<file path="config.mk">
export PLATFORM = sky130hd
export DESIGN_NAME = uart_rx
export DESIGN_NICKNAME = d
export VERILOG_FILES = /design/src/rtl/uart_pkg.sv /design/src/rtl/uart_sync2.sv /design/src/rtl/uart_rx.sv
export SDC_FILE = /design/constraint.sdc
export NUM_CORES = 1
export LEC_CHECK = 0
export CORE_MARGIN = 2
export CORE_UTILIZATION = 25
export DETAILED_ROUTE_END_ITERATION = 7
export PLACE_DENSITY = 0.39
export RECOVER_POWER = 50
export SYNTH_ARGS = -nofsm -noshare
export SYNTH_HDL_FRONTEND = slang
export SYNTH_SLANG_ARGS = --single-unit
</file>
<file path="constraint.sdc">
create_clock -name clk -period 3.05 [get_ports clk]
set_input_delay 0.305 -clock clk [delete_from_list [all_inputs] [get_ports clk]]
set_output_delay 0.305 -clock clk [all_outputs]
set_load 0.01 [all_outputs]
</file>
<file path="src/rtl/uart_pkg.sv">
// ============================================================================
// Module  : uart_pkg
// Purpose : Shared UART types and constants for uart_rx / uart_tx.
// Rev     : 1.0  initial release
// ============================================================================
`default_nettype none

package uart_pkg;
  localparam int UART_DATA_BITS = 8;
  localparam int UART_CD_MAX    = 10416;
  localparam int UART_CD_WIDTH  = 16;

  typedef enum logic [2:0] {
    IDLE  = 3'd0,
    START = 3'd1,
    DATA  = 3'd2,
    STOP  = 3'd3,
    BREAK = 3'd4
  } uart_state_e;
endpackage

`default_nettype wire

</file>
<file path="src/rtl/uart_sync2.sv">
// ============================================================================
// Module  : uart_sync2
// Purpose : Two-flop synchroniser for an idle-high asynchronous input.
// Rev     : 1.0  initial release
// ============================================================================
`default_nettype none

module uart_sync2 (
  input  logic clk,
  input  logic rst_n,
  input  logic i_d,
  output logic o_q
);
  logic r_meta;
  logic r_q;

  always_ff @(posedge clk) begin
    if (!rst_n) begin
      r_meta <= 1'b1;
      r_q    <= 1'b1;
    end else begin
      r_meta <= i_d;
      r_q    <= r_meta;
    end
  end

  assign o_q = r_q;
endmodule

`default_nettype wire

</file>
<file path="src/rtl/uart_rx.sv">
// ============================================================================
// Module  : uart_rx
// Purpose : 8N1 UART receiver with valid/ack holding register, ferr, overrun.
// Rev     : 1.0  initial release
// ============================================================================
`default_nettype none

module uart_rx
  import uart_pkg::*;
#(
  parameter int CD_MAX   = UART_CD_MAX,
  parameter int CD_WIDTH = UART_CD_WIDTH
) (
  input  logic       clk,
  input  logic       rst_n,
  input  logic       rx,
  output logic [7:0] rbus,
  output logic       valid,
  input  logic       ack,
  output logic       ferr,
  output logic       overrun
);
  localparam logic [CD_WIDTH-1:0] c_CD_MAX   = CD_WIDTH'(CD_MAX);
  localparam logic [CD_WIDTH-1:0] c_H        = CD_WIDTH'(CD_MAX / 2);
  localparam logic [CD_WIDTH-1:0] c_CD_ONE   = CD_WIDTH'(1);
  localparam logic [2:0]          c_LAST_BIT = 3'(UART_DATA_BITS - 1);

  logic                      w_rx_s;
  uart_state_e               r_state, w_state_nxt;
  logic [CD_WIDTH-1:0]       r_cd, w_cd_nxt;
  logic [2:0]                r_idx, w_idx_nxt;
  logic [UART_DATA_BITS-1:0] r_shift, w_shift_nxt;
  logic                      w_deliver;
  logic                      w_ferr;
  logic [7:0]                r_rbus;
  logic                      r_valid;
  logic                      r_ferr;
  logic                      r_overrun;

  uart_sync2 u_sync (
    .clk   (clk),
    .rst_n (rst_n),
    .i_d   (rx),
    .o_q   (w_rx_s)
  );

  always_comb begin
    w_state_nxt = r_state;
    w_cd_nxt    = r_cd;
    w_idx_nxt   = r_idx;
    w_shift_nxt = r_shift;
    w_deliver   = 1'b0;
    w_ferr      = 1'b0;
    case (r_state)
      IDLE: begin
        w_cd_nxt = '0;
        if (!w_rx_s) w_state_nxt = START;
      end
      START: begin
        if (r_cd == c_H) begin
          w_cd_nxt = '0;
          if (w_rx_s) begin
            w_state_nxt = IDLE;
          end else begin
            w_state_nxt = DATA;
            w_idx_nxt   = '0;
          end
        end else begin
          w_cd_nxt = r_cd + c_CD_ONE;
        end
      end
      DATA: begin
        if (r_cd == c_CD_MAX) begin
          w_cd_nxt    = '0;
          w_shift_nxt = {w_rx_s, r_shift[UART_DATA_BITS-1:1]};
          if (r_idx == c_LAST_BIT) w_state_nxt = STOP;
          else                     w_idx_nxt   = r_idx + 3'd1;
        end else begin
          w_cd_nxt = r_cd + c_CD_ONE;
        end
      end
      STOP: begin
        if (r_cd == c_CD_MAX) begin
          w_cd_nxt = '0;
          if (w_rx_s) begin
            w_deliver   = 1'b1;
            w_state_nxt = IDLE;
          end else begin
            w_ferr      = 1'b1;
            w_state_nxt = BREAK;
          end
        end else begin
          w_cd_nxt = r_cd + c_CD_ONE;
        end
      end
      BREAK: begin
        // Wait out a held-low line so it cannot look like a fresh start bit.
        w_cd_nxt = '0;
        if (w_rx_s) w_state_nxt = IDLE;
      end
      default: begin
        w_state_nxt = IDLE;
        w_cd_nxt    = '0;
      end
    endcase
  end

  always_ff @(posedge clk) begin
    if (!rst_n) begin
      r_state <= IDLE;
      r_cd    <= '0;
      r_idx   <= '0;
      r_shift <= '0;
    end else begin
      r_state <= w_state_nxt;
      r_cd    <= w_cd_nxt;
      r_idx   <= w_idx_nxt;
      r_shift <= w_shift_nxt;
    end
  end

  // Holding register: a completed byte is dropped if the previous one is still unconsumed.
  always_ff @(posedge clk) begin
    if (!rst_n) begin
      r_rbus    <= 8'h00;
      r_valid   <= 1'b0;
      r_ferr    <= 1'b0;
      r_overrun <= 1'b0;
    end else begin
      r_ferr    <= w_ferr;
      r_overrun <= 1'b0;
      if (w_deliver) begin
        if (!r_valid || ack) begin
          r_rbus  <= r_shift;
          r_valid <= 1'b1;
        end else begin
          r_overrun <= 1'b1;
        end
      end else if (r_valid && ack) begin
        r_valid <= 1'b0;
      end
    end
  end

  assign rbus    = r_rbus;
  assign valid   = r_valid;
  assign ferr    = r_ferr;
  assign overrun = r_overrun;
endmodule

`default_nettype wire

</file>
# Word level (Yosys, flattened, before mapping)
# Cells that the tools add are included.
# classes
addsub	2
n_mul	0
div_mod_pow	0
order_cmp	0
eq_ne	16
shift	0
muxes	25
n_bitwise	0
reduce_logical	14
# ops
cell	n
3-bit two-way mux	11
16-bit two-way mux	2
16-bit one-hot mux with 2 select lines	1
16-bit by 1-bit adder with 16-bit output (second input constant)	1
16-bit by 13-bit equality test with 1-bit output (second input constant)	1
16-bit by 14-bit equality test with 1-bit output (second input constant)	1
3-bit one-hot mux with 5 select lines	1
2-bit inequality test (second input constant)	7
1-bit two-way mux	8
2-bit AND reduction	4
3-bit by 2-bit equality test with 1-bit output (second input constant)	2
3-bit equality test (second input constant)	2
3-bit one-hot mux with 2 select lines	1
6-bit AND reduction	1
5-bit AND reduction	1
2-bit by 1-bit inequality test with 1-bit output (second input constant)	2
2-bit nonzero test	2
3-bit by 1-bit adder with 3-bit output (second input constant)	1
3-bit by 1-bit equality test with 1-bit output (second input constant)	1
3-bit zero test	1
3-bit AND reduction	1
2-bit two-way mux	1
2-bit OR reduction	1
1-bit logical AND	1
other kinds (2)	2
# totals
ff_bits	43
latchBits	0
mem_bits_rw	0
mem_bits_ro	0
in_bits	4
out_inout_bits	11
wordCells	67
n_memories	0

# Logic depth before layout (Yosys ltp)
# depth
ltp_word	5
ltp_mapped	8
mapped_depth_nobuf	7

# Cells and area by module
# A second synthesis with hierarchy kept.
# unflattened
hier_cells	214
area_unflattened_um2	1959.4
# by_module_without_submodules
mod	instances	cells_each	area_per_inst_um2	seq_area_each_um2
uart_rx	1	210	1906.8	820.8
uart_sync2	1	4	52.6	40.0

# Worst setup path before layout
# Ideal clock, no wire load.
# synth_path
path_type	reg-to-reg
startpoint	reg r_cd[0]
endpoint	reg r_rbus[2] (netlist: rbus[2])
setup_time_ns	0.128
t_arrival_ns	1.600
required_time_ns	2.922
slack_ns	1.323
path_stages_with_launch	9
n_path_buf	1
synth_period_minus_slack_ns	1.727
path_cell_list	dfxtp_1 inv_1 ha_1 nor4b_4 nand4_2 nor3b_1 buf_4 mux2i_1 nor2_1
# synth_via
elab_chain_cells	4
# synth_rtl
element	line_no	rtl
from (decl)	uart_rx.sv:30	logic [CD_WIDTH-1:0] r_cd, w_cd_nxt;
from (signal assigned)	uart_rx.sv:116	r_cd <= w_cd_nxt;
16-bit by 14-bit equality test with 1-bit output	uart_rx.sv:83	if (r_cd == c_CD_MAX) begin
1-bit two-way mux	uart_rx.sv:83	
1-bit two-way mux	uart_rx.sv:54	case (r_state)
2-bit AND reduction (no source line)	--	
to (signal assigned)	uart_rx.sv:134	r_rbus <= r_shift;
to (decl)	uart_rx.sv:35	logic [7:0] r_rbus;
# Every way passes these cells.
# A chain may end at the register's enable or synchronous reset.

# Worst setup path after layout
# layout_path
startpoint	reg r_cd[0]
endpoint	reg r_rbus[4] (netlist: rbus[4])
# The elaborated chain is that of the path after synthesis.

==> flow_results.org <==
** Synth
- Synthesized area per cell :: 9.32 µm²
- Yosys printed 0 warnings.
- The number of nets handed over by synthesis was 210.
- Post-synth EDFFs :: 0
- Of all flip-flops after synthesis, the portion carrying an async set or reset was 0%.
- After synthesis, flip-flops and latches occupy 45.7% of the total area.
- The netlist uses 37 different library cells.
- Synthesis handed over a netlist of 202 instances.
- The most used flip-flop cell after synthesis is dfxtp_1.
- FF+latch count, synth :: 43
- The mapped netlist covers 1880 µm².

** Routing
- The detailed router finished its first iteration with 47 violations.
- Average routed wire per standard cell :: 11.3 µm
- Overall via count from detail_route :: 1342
- Drt via density :: 4.23
- In the routed design, unresolved DRC markers number 0.
- For this run, the detailed router's first-pass iteration total came to 4.
- Number of routed nets with antenna violations :: 0
- Final Routed Wirelength :: 3.59 mm

** Floorplanning
- From left edge to right edge, the die measures 90.8 µm.
- In this run the core area contains 31 standard-cell rows.
- Once the floorplan was initialized, standard cells occupied 25.8% of the core.
- The floorplan step defined a die boundary enclosing 8240 µm².
- In this run the count of I/O pins placed on the die edge is 15.
- Die extent in y :: 90.8 µm
- Placeable core region :: 7290 µm²

** Cells and area
- Of the cells placed in the final design, the portion with a size suffix greater than 1 is 6.88%.
- Commonest non-fill, non-tap cell in the layout :: dfxtp_1
- Number of antenna diodes :: 0
- In the final design database the tool counted 225 nets.
- Area added between synthesis and finish :: 15.7%
- Commonest cells after routing, fill and taps aside :: 43 x dfxtp_1, 39 x nor2_1, 21 x mux2i_1, 19 x nand2_1, 12 x dlygate4sd3_1
- Number of filler cells placed in the layout :: 823

** Worst hold path
- The tightest min-delay check is of the reg -> reg type.

** Clock network
- The number of setup buffers added after CTS is 0.
- Clock tree from TritonCTS :: yes
- Clock tree synthesis inserted a total of 5 buffers.
- In this run, post-CTS repair resized a total of 0 instances.
- In this run the number of H-tree levels came out at 2.
- After clock tree synthesis, the clock-pin slew on the worst setup and hold paths is 0.09 ns.
- Hold repair after CTS inserted 0 buffers.
- No sink is reached through more buffers than the 2 on the longest clock path.
- The clock drives 43 sinks.
- Root buf cell :: clkbuf_8
- Clock Latency Late Sink :: 0.30 ns

** Global routing
- Wire length of the first global-routing pass :: 6.14 mm
- Entering global routing, the biggest net connects 22 pins.
- GRT Overall Usage :: 9.26%
- After global routing the overflow that remains totals 0.
- The number of antenna violations at the first check in global routing was 0.
- The via count of the first global-routing pass came to 1290.

** Pwr
- Net switching component of the power :: 0.000223 W
- Cell internal power was estimated by the tool at 0.000733 W.
- Switching share of power :: 23.3%
- For this design the static power due to leakage is 0.708 nW.
- Power spread over the standard cell area amounts to 438 nW/µm².
- Registers are responsible for 59.2% of the overall power.
- Combinational share of power :: 2.7%
- In this run, the clock network consumes 38.0% of the power.
- Across the VDD grid, the largest voltage drop is 153 µV.

** STA
- For the finished layout, the period the worst path requires is 2.42 ns.
- Total Negative Setup Slacks :: 0 ns
- Number of slew-limit violations in the final report :: 0
- Setup violations remaining at the end of the flow were counted as 0.
- At the pin with the least slew margin, the transition time is 0.636 ns.
- On the final layout, the worst hold slack is 0.411 ns.
- Clock Skew :: 0.0106 ns
- Timing-limited maximum frequency :: 0.414 GHz
- The number of hold-slack violations in the final timing report was 0.
- Headroom to the max-slew limit came out at 57.6%.
- Setup repair after global routing left no endpoint under its margin.
- The final critical path takes up 79.2% of the cycle.

** Worst setup path
- Critical path type :: reg -> reg
- In this run the worst setup path begins at r_cd[0].
- CP Capture Type :: flop
- Worst flop-to-flop path startpoint :: r_cd[0]
- In this run the worst setup path terminates at rbus[4].
- Critical Path Source Type :: flop
- CP Max Fanout :: 8
- Number of cells traversed by the worst register-to-register path :: 8
- Data required, critical path :: 3.21 ns
- Worst setup slack for register-to-register paths :: 0.63 ns
- Terminus of the critical flop-to-flop path :: rbus[4]
- Arrival time reported for the critical path endpoint :: 2.57 ns

** Run status
- The run finished with clean final reports.

** Placement
- After legalization and detailed placement, the total HPWL measured 2.48 mm.
- Final weighted congestion in routability-driven placement :: 0.762
- Count of buffers inserted at the top-level ports :: 14

** Flow run
- Max-cap violations in this run came to 0.
how the worst min path moves through the flow:
stage	start	end	slack [ns]	cells after the start
floorplan	rst_n	u_sync.o_q	0.38	1
global placement	u_sync.r_meta	u_sync.o_q	0.39	1
detailed placement	u_sync.r_meta	u_sync.o_q	0.39	1
CTS	u_sync.r_meta	u_sync.o_q	0.42	1
global route	u_sync.r_meta	u_sync.o_q	0.44	1
finish	u_sync.r_meta	u_sync.o_q	0.41	1
metrics by stage:
| step | std cells | total power [W] | setup slack (ns) | utilization [%] | instance area (µm²) |
|---|---|---|---|---|---|
| 3_5_place_dp | 309 | 0.000608 | 0.829 | 29.0 | 2120 |
| 6_report | 317 | 0.000955 | 0.635 | 29.9 | 2180 |
| 2_1_floorplan | 202 | 0.000599 | 1.32 | - | 1880 |
| 3_3_place_gp | 309 | 0.000608 | 0.816 | 29.0 | 2120 |
| 5_1_grt | 317 | 0.00101 | 0.464 | 29.9 | 2180 |
| 4_1_cts | 317 | 0.000979 | 0.995 | 30.3 | 2210 |
area by class of cell:
type                            count  area, µm²  share of cell area (%)
Sequential cell                    43        861                    39.5
Clock buffer                        5       68.8                    3.16
Multi-Input combinational cell    146        936                    42.9
Tap cell                           99        124                    5.68
Inverter                            6       22.5                    1.03
Clock inverter                      3       20.0                   0.918
Timing Repair Buffer               15        148                    6.77
Yosys cell counts, drive strengths merged, types with 2 or more instances:
| cell | instances | area, µm² |
|---|---|---|
| buf | 2 | 18.8 |
| clkbuf | 5 | 18.8 |
| dfxtp | 43 | 861 |
| ha | 4 | 50.1 |
| inv | 6 | 22.5 |
| mux2i | 21 | 210 |
| nand2 | 19 | 71.3 |
| nand2b | 4 | 25.0 |
| nand3 | 8 | 45.0 |
| nand4 | 4 | 31.3 |
| nor2 | 40 | 158 |
| nor3 | 8 | 40.0 |
| nor4 | 3 | 18.8 |
| nor4b | 2 | 38.8 |
| o21a | 2 | 15.0 |
| o21ai | 2 | 13.8 |
| or2 | 2 | 12.5 |
| or4 | 2 | 15.0 |
| xnor2 | 9 | 78.8 |
| xor2 | 6 | 52.6 |
power groups by stage:
| stage | Clock (W) | Sequential (W) | Combinational (W) |
|---|---|---|---|
| global placement | 0 | 0.000579 | 0.0000290 |
| CTS | 0.000385 | 0.000566 | 0.0000284 |
| floorplan | 0 | 0.000578 | 0.0000210 |
| detailed placement | 0 | 0.000579 | 0.0000283 |
| global route | 0.000409 | 0.000566 | 0.0000293 |
| finish | 0.000363 | 0.000566 | 0.0000262 |
critical path: stages, from the launching register on:
cell     delay [ns]
dfxtp_1        0.35
inv_1          0.07
ha_1           0.15
nor4b_1        0.41
nand4_1        0.48
nor3b_1        0.32
buf_4          0.24
mux2i_1        0.21
nor2_1         0.05
cell families (layout without fill, tap and decap cells):
family	after synthesis	in the layout	share of synthesized area (%)
flip-flops	43	43	45.7
buffers and inverters	13	29	3.19
XOR/XNOR	15	15	6.98
multiplexers	21	21	11.2
AND/OR/NAND/NOR	99	99	27.3
adder cells (fa/ha/maj)	4	4	2.66
AO/OA/AOI/OAI	7	7	2.99
state kept, by name (all words and copies together) (netlist names):
register       flops
u_sync.r_meta      1
r_cd              16
ferr               1
r_shift            8
u_sync.o_q         1
r_state            3
overrun            1
rbus               8
r_idx              3
valid              1
metal layers:
layer,up-vias,track usage [%],routed length [µm]
met2,19,13.7,1530
met3,4,2.67,125
li1,706,-,-
met1,613,12.5,1890
met4,0,4.04,46
met5,-,0,0
Power figures use the tool's default switching activity.
